**src/rtl/mips_muldiv_unit.sv**
```systemverilog
// Iterative MIPS multiply/divide unit owning the HI/LO pair: radix-2 shift-add multiply and
// restoring divide on operand magnitudes, sign fix-up at the end, optional 1-cycle multiply.
module mips_muldiv_unit #(
  parameter int unsigned WIDTH    = 32,
  parameter bit          FAST_MUL = 1'b0
) (
  input  logic             clk,
  input  logic             rst,
  input  logic             start,
  input  logic [1:0]       op,
  input  logic [WIDTH-1:0] a,
  input  logic [WIDTH-1:0] b,
  input  logic             hi_we,
  input  logic             lo_we,
  input  logic [WIDTH-1:0] wdata,
  output logic             busy,
  output logic             done,
  output logic [WIDTH-1:0] hi,
  output logic [WIDTH-1:0] lo
);
  localparam int unsigned     CntW    = (WIDTH > 1) ? $clog2(WIDTH) : 1;
  localparam logic [CntW-1:0] CntLast = CntW'(WIDTH - 1);

  typedef enum logic [1:0] {StIdle, StPrep, StIter, StFix} state_e;

  state_e           state_q, state_d;
  logic [1:0]       op_q, op_d;
  logic [WIDTH-1:0] a_q, a_d, b_q, b_d, bmag_q, bmag_d;
  logic [WIDTH-1:0] acc_q, acc_d, mq_q, mq_d;
  logic [WIDTH-1:0] hi_q, hi_d, lo_q, lo_d;
  logic [CntW-1:0]  cnt_q, cnt_d;
  logic             fast_q, fast_d, done_q, done_d;

  logic               is_signed, is_div, a_neg, b_neg;
  logic [WIDTH-1:0]   a_mag, b_mag, res_hi, res_lo;
  logic [WIDTH:0]     mul_sum, mul_step, div_shift, div_diff;
  logic [2*WIDTH-1:0] prod, fast_a, fast_b, fast_prod;

  // Datapath arithmetic; decode uses the latched op except for the single-cycle product.
  always_comb begin
    is_signed = ~op_q[0];
    is_div    = op_q[1];
    a_neg     = is_signed & a_q[WIDTH-1];
    b_neg     = is_signed & b_q[WIDTH-1];
    a_mag     = a_neg ? -a_q : a_q;
    b_mag     = b_neg ? -b_q : b_q;
    mul_sum   = {1'b0, acc_q} + {1'b0, bmag_q};
    mul_step  = mq_q[0] ? mul_sum : {1'b0, acc_q};
    div_shift = {acc_q, mq_q[WIDTH-1]};
    // Top bit set means borrow: partial remainder is below the divisor.
    div_diff  = div_shift - {1'b0, bmag_q};
    prod      = {acc_q, mq_q};
    fast_a    = op[0] ? {{WIDTH{1'b0}}, a} : {{WIDTH{a[WIDTH-1]}}, a};
    fast_b    = op[0] ? {{WIDTH{1'b0}}, b} : {{WIDTH{b[WIDTH-1]}}, b};
    fast_prod = fast_a * fast_b;
  end

  // Final HI/LO value presented during FIX.
  always_comb begin
    res_hi = prod[2*WIDTH-1:WIDTH];
    res_lo = prod[WIDTH-1:0];
    if (!fast_q) begin
      if (!is_div) begin
        if (a_neg ^ b_neg) {res_hi, res_lo} = -prod;
      end else if (b_q == '0) begin
        res_hi = a_q;
        res_lo = '1;
      end else begin
        res_lo = (a_neg ^ b_neg) ? -mq_q : mq_q;
        res_hi = a_neg ? -acc_q : acc_q;
      end
    end
  end

  always_comb begin
    state_d = state_q;
    op_d    = op_q;
    a_d     = a_q;
    b_d     = b_q;
    bmag_d  = bmag_q;
    acc_d   = acc_q;
    mq_d    = mq_q;
    cnt_d   = cnt_q;
    fast_d  = fast_q;
    hi_d    = hi_q;
    lo_d    = lo_q;
    done_d  = 1'b0;
    unique case (state_q)
      StIdle: begin
        if (start) begin
          op_d = op;
          a_d  = a;
          b_d  = b;
          if (FAST_MUL && !op[1]) begin
            {acc_d, mq_d} = fast_prod;
            fast_d        = 1'b1;
            state_d       = StFix;
          end else begin
            fast_d  = 1'b0;
            state_d = StPrep;
          end
        end else begin
          if (hi_we) hi_d = wdata;
          if (lo_we) lo_d = wdata;
        end
      end
      StPrep: begin
        bmag_d  = b_mag;
        mq_d    = a_mag;
        acc_d   = '0;
        cnt_d   = '0;
        state_d = StIter;
      end
      StIter: begin
        if (is_div) begin
          acc_d = div_diff[WIDTH] ? div_shift[WIDTH-1:0] : div_diff[WIDTH-1:0];
          mq_d  = {mq_q[WIDTH-2:0], ~div_diff[WIDTH]};
        end else begin
          acc_d = mul_step[WIDTH:1];
          mq_d  = {mul_step[0], mq_q[WIDTH-1:1]};
        end
        cnt_d = cnt_q + 1'b1;
        if (cnt_q == CntLast) state_d = StFix;
      end
      StFix: begin
        hi_d    = res_hi;
        lo_d    = res_lo;
        done_d  = 1'b1;
        state_d = StIdle;
      end
      default: state_d = StIdle;
    endcase
  end

  always_ff @(posedge clk or posedge rst) begin
    if (rst) begin
      state_q <= StIdle;
      op_q    <= '0;
      a_q     <= '0;
      b_q     <= '0;
      bmag_q  <= '0;
      acc_q   <= '0;
      mq_q    <= '0;
      cnt_q   <= '0;
      fast_q  <= 1'b0;
      hi_q    <= '0;
      lo_q    <= '0;
      done_q  <= 1'b0;
    end else begin
      state_q <= state_d;
      op_q    <= op_d;
      a_q     <= a_d;
      b_q     <= b_d;
      bmag_q  <= bmag_d;
      acc_q   <= acc_d;
      mq_q    <= mq_d;
      cnt_q   <= cnt_d;
      fast_q  <= fast_d;
      hi_q    <= hi_d;
      lo_q    <= lo_d;
      done_q  <= done_d;
    end
  end

  assign busy = (state_q != StIdle);
  assign done = done_q;
  assign hi   = hi_q;
  assign lo   = lo_q;

endmodule
```
**config.mk**
```make
export PLATFORM = sky130hd
export DESIGN_NAME = mips_muldiv_unit
export DESIGN_NICKNAME = d
export VERILOG_FILES = /design/src/rtl/mips_muldiv_unit.sv
export SDC_FILE = /design/constraint.sdc
export NUM_CORES = 1
export LEC_CHECK = 0
export BUFFER_PORTS_ARGS = -buffer_cell sky130_fd_sc_hd__clkbuf_2
export CORE_MARGIN = 2
export CORE_UTILIZATION = 65
export CTS_BUF_LIST = sky130_fd_sc_hd__clkbuf_16
export DETAILED_ROUTE_END_ITERATION = 10
export GPL_TIMING_DRIVEN = 1
export PLACE_DENSITY = 0.86
export SLEW_MARGIN = 20
export SYNTH_ARGS = -nofsm -noshare
export SYNTH_HDL_FRONTEND = slang
export SYNTH_SLANG_ARGS = --single-unit
```
**constraint.sdc**
```tcl
create_clock -name clk -period 11.36 [get_ports clk]
set_input_delay 0.568 -clock clk [delete_from_list [all_inputs] [get_ports clk]]
set_output_delay 0.568 -clock clk [all_outputs]
set_load 0.005 [all_outputs]
```
======== Yosys cells after proc, flatten, opt, wreduce, memory -nomap -nowiden ========
Cells that the tools add are included.
Widths: inputs -> output; s select.
storage, ports and cells
  bits in registers ....................... 234
  bits of input ports ..................... 103
cells by class
  add/sub/neg operators ................... 8
  equality and inequality tests ........... 9
  muxes and demuxes ....................... 27
  bitwise operators ....................... 5
  reduce and logical (&&, ||, !) cells .... 9
operators with widths
  cell                 number
  $mux 32              17
  $pmux 32 s2          4
  $neg 32->32          4
  $neg 64->64          1
  $add 32x32->33       1
  $mux 33              1
  $sub 33x32->33       1
  $logic_not 32->1     1
  $ne 2x2->1 const B   5
  $pmux 5 s2           1
  $pmux 2 s4           1
  $reduce_and 3->1     2
  $reduce_bool 2->1    3
  $add 5x1->5 const B  1
  $eq 5x5->1 const B   1
  $eq 2x2->1 const B   2
  $mux 2               2
  $reduce_and 2->1     2
  $and 1x1->1          2
  $eq 2x1->1 const B   1
  $logic_not 2->1      1
  $not 1->1            2
  $mux 1               1
  $xor 1x1->1          1

======== Longest topological paths before layout ========
  depth after elaboration ................. 7
  depth in mapped cells ................... 16

======== Least setup slack after synthesis ========
OpenSTA, ideal clock, no wires.
  kind .................................... flip-flop to flip-flop
  start point ............................. register mq_q[31]
  end point ............................... register acc_q[19]
  setup time .............................. 0.133 ns
  data arrival time ....................... 3.669 ns
  setup slack ............................. 7.557 ns
  stages on the path, launching flop included .. 17
  period minus slack after synthesis ...... 3.803 ns
  cells stage by stage .................... dfrtp_1 > clkbuf_1 > inv_1 > ha_1 > fa_1 > nand2b_1 > a21o_1 > a2111o_1 > a21oi_1 > o21ai_1 > o21ai_1 > xor2_1 > clkbuf_1 > clkbuf_1 > nor2_1 > a211oi_1 > o22ai_1
on the way
  cells in the longest elaborated chain, start to end .. 4
RTL lines
  what                      RTL line  text
  start: declaration        29        logic [WIDTH-1:0] acc_q, acc_d, mq_q, mq_d;
  start signal: assignment  156       mq_q <= mq_d;
  $sub 33x32->33            51        div_diff = div_shift - {1'b0, bmag_q};
  $mux 32                   116       acc_d = div_diff[WIDTH] ? div_shift[WIDTH-1:0] : div_diff[WIDTH-1:0];
  $mux 32                   115       if (is_div) begin
  $pmux 32 s2               88        unique case (state_q)
  end signal: assignment    142       acc_q <= '0;
  end signal: assignment    155       acc_q <= acc_d;
  end: declaration          29
Every way passes these cells.
A chain may end at the register's enable or synchronous reset.

======== Worst setup path in the final report ========
  start point ............................. register mq_q[31]
  end point ............................... register acc_q[23]
The elaborated chain is that of the path after synthesis.

==> flow_metrics.py <==
metrics = {
    "critical_path": {
        "crit_chain": "inv_1 > ha_1 > fa_1 > nand2b_1 > a21o_1 > a2111o_1 > a21oi_1 > o21ai_1 > o21ai_1 > xnor2_2 > buf_4 > or4_1 > a31oi_1 > a22o_1",
        "crit_required_ns": 11.83,
        "crit_family": "compound AO/OA/AOI/OAI gates",
        "regToRegStartpoint": "mq_q[31]$_DFFE_PP0P_",
        "cpMostUsedCell": "o21ai_1",
        "crit_path_end_kind": "register",
        "worstRegToRegCells": 14,
        "worstPathMaxFanout": 20,
        "critical_path_class": "reg -> reg",
        "cp-start-kind": "register",
        "reg2reg_to": "acc_q[23]$_DFFE_PP0P_",
        "critical_path_buf_inv_count": 2,
        "worstPathArrival_ns": 4.75,
        "r2r_setup_slack_ns": 7.08,
        "cp_slowest_cell": "or4_1",
        "max_stage_delay_ns": 0.55,
    },
    "detailed_routing": {
        "viasPerCell": 6.697,
        "first_pass_iters": 6,
        "antenna_left": 0,
        "drc": 0,
        "num_vias": 17090,
        "drtIter0Drc": 1764,
        "post_drt_wl_per_cell_um": 21.34,
        "drt-total-wl_mm": 54.43,
    },
    "power_and_ir_drop": {
        "clock_power_share_pct": 11.4,
        "power.density_nw_per_um2": 358.9,
        "total_leakage_power_nw": 8.440,
        "p_sw_share_pct": 50.68,
        "combPwrFrac_pct": 61.4,
        "power.internal_mw": 3.423,
        "seqPwrFrac_pct": 27.2,
        "vdd_ir_drop_max_mv": 0.1953,
        "p_switching_mw": 3.517,
    },
    "die": {
        "die_h_um": 168.7,
        "initial_core_util_pct": 65.78,
        "core_area_um2": 26800,
        "rows": 60,
        "die_x_um": 168.7,
        "ioPinCount": 169,
        "dieArea_um2": 28460,
    },
    "sta": {
        "timing.final.ws_setup_ns": 7.079,
        "final_hold_viol_count": 0,
        "whs_ns": 0.1432,
        "slew_headroom_pct": 31.75,
        "rsz0062_at_grt": "false",
        "fmaxAchievable_ghz": 0.2336,
        "fin_crit_ns": 4.281,
        "tightest_slew_ns": 1.024,
        "slew_violations": 0,
        "finalSetupViolCount": 0,
        "finClkSkew_ns": 0.01319,
        "finalCritPeriodShare_pct": 37.69,
        "fin_tns_setup_ns": 0,
    },
    "yosys": {
        "ys_seq_elements": 234,
        "async_flop_share_pct": 100.0,
        "yosysWarnings": 0,
        "syn-instance-count": 2120,
        "synth_area_um2": 17630,
        "yosysTopAreaCell": "dfrtp_1",
        "yosysTopAreaCellShare_pct": 33.22,
        "syn_nets": 2299,
        "netlist_top_cells_count": "dfrtp_1 (234), nand2_1 (189), nor2_1 (186)",
        "synth_edf_count": 0,
        "syn_avg_cell_area_um2": 8.316,
        "synth.yosys.seq_area_share_pct": 33.22,
        "synth.most_common_cell": "dfrtp_1",
        "ys_types": 79,
        "ys_top_cells_by_area": "dfrtp_1 (33%), xnor2_1 (6.3%), ha_1 (5.3%)",
        "synth_ff_type": "dfrtp_1",
    },
    "layout": {
        "finalNonFillerCells": 2551,
        "area_growth_pct": 9.680,
        "nNetsFinal": 2373,
        "layout-drive-gt1-share_pct": 15.20,
        "diodes": 0,
        "fillerInstances": 2054,
    },
    "grt": {
        "grt_pass1_vias": 16240,
        "gr-total-overflow": 0,
        "grt_pass1_wl_mm": 86.56,
        "grt_use_total_pct": 37.93,
        "grt_max_degree": 97,
        "antenna_found_initial": 0,
    },
    "placed_design": {
        "placed_cells": 2508,
        "dp_slack_ns": 7.150,
        "gp_congestion": 1.044,
        "place_hpwl_mm": 40.18,
        "io_buffer_count": 168,
    },
    "job": {
        "drv_cap": 0,
    },
    "clock_tree": {
        "clock-sinks": 234,
        "cts-root-buf": "clkbuf_16",
        "htreeDepth": 1,
        "cts_buffer_depth": 3,
        "numCtsBuffers": 25,
        "clk_latency_ns": 0.55,
        "cts_tree": "done",
        "postCtsSetupRepairBufs": 0,
        "ctsHoldBuffers": 0,
        "clk_pin_slew_ns": 0.07,
        "cts_resized": 0,
    },
    "status": {
        "status": "completed",
    },
    "min_path": {
        "hold_path.class": "in -> async",
    },
}
[worst reg2reg max path, delay by kind of cell, from the launching register on]
kind / cells / cell delay, ns
AND/OR/NAND/NOR: 2 / 0.75
adder cells (fa/ha/maj): 2 / 0.64
AO/OA/AOI/OAI: 7 / 1.68
XOR/XNOR: 1 / 0.21
buffers and inverters: 2 / 0.40
flip-flops: 1 / 0.54
[metal layers]
metal	part of all wire [%]	GRT usage [%]	wire length (um)
met2	46	61.03	24840
met4	6.3	21.59	3442
met1	39	49.01	21040
met5	0	0	0
met3	9.4	5.939	5109
[cell type report]
| class | instances | area, um^2 | area share (%) |
|---|---|---|---|
| clock inverters | 18 | 143.9 | 0.7441 |
| clock buffers | 25 | 625.6 | 3.235 |
| well taps | 341 | 426.7 | 2.207 |
| inverters | 110 | 420.4 | 2.174 |
| repair buffers | 189 | 998.5 | 5.164 |
| flip-flops and latches | 234 | 5859 | 30.30 |
| multi-input cells | 1634 | 10860 | 56.17 |
[power by group through the flow]
stage / clock network (mW) / logic, mW / registers, mW
floorplan: 0 / 3.31 / 1.57
global placement: 0 / 4.06 / 1.84
detailed placement: 0 / 4.16 / 1.87
CTS: 0.795 / 4.19 / 1.85
global route: 0.825 / 4.70 / 1.93
finish: 0.793 / 4.26 / 1.89
[state kept, by name (all words and copies together), names as in the netlist]
register,flops
acc_q,32
hi,32
op_q,2
b_q,32
mq_q,32
done,1
a_q,32
cnt_q,5
bmag_q,32
state_q,2
lo,32
[cells by family after synthesis]
family                     Yosys count  synth area share (%)
buffers and inverters              252                 5.465
xor gates and xnor gates           193                 9.588
DFF                                234                 33.22
AOI/OAI and AO/OA                  711                 25.96
muxes                               85                 5.351
and+or+nand+nor                    569                 14.94
adders and majority gates           76                 5.479
[cell usage in the layout, fill, tap and decap left out, types with 25 or more instances in the layout]
master	instances
a211oi_1	27
a21o_1	26
a21oi_1	164
a31oi_1	26
clkbuf_16	25
clkbuf_2	168
dfrtp_1	233
ha_1	70
inv_1	112
mux2_2	73
nand2_1	188
nand3_1	27
nor2_1	186
nor3_1	33
o211ai_1	73
o21ai_0	107
o21ai_1	73
o22ai_1	46
o31ai_1	25
xnor2_1	125
xor2_1	66
[worst max-delay path by stage]
stage                                    start               endpoint  slack [ns]  cells past startpoint
after global placement    mq_q[31]$_DFFE_PP0P_  acc_q[23]$_DFFE_PP0P_        7.37                     14
final                     mq_q[31]$_DFFE_PP0P_  acc_q[23]$_DFFE_PP0P_        7.08                     14
after detailed placement  mq_q[31]$_DFFE_PP0P_  acc_q[23]$_DFFE_PP0P_        7.15                     14
after global routing      mq_q[31]$_DFFE_PP0P_  acc_q[23]$_DFFE_PP0P_        6.86                     14
after floorplan                            rst     a_q[0]$_DFFE_PP0P_        4.37                      1
after CTS                 mq_q[31]$_DFFE_PP0P_  acc_q[23]$_DFFE_PP0P_        7.12                     14
[metrics by stage]
step	total power, mW	utilization, %	area, um^2
floorplan	4.878	-	17630
CTS	6.835	72.14	19330
global placement	5.902	69.27	18560
global route	7.452	72.15	19340
detailed placement	6.021	69.27	18560
finish	6.940	72.15	19340
No activity file was read; power rests on OpenSTA's default activity.
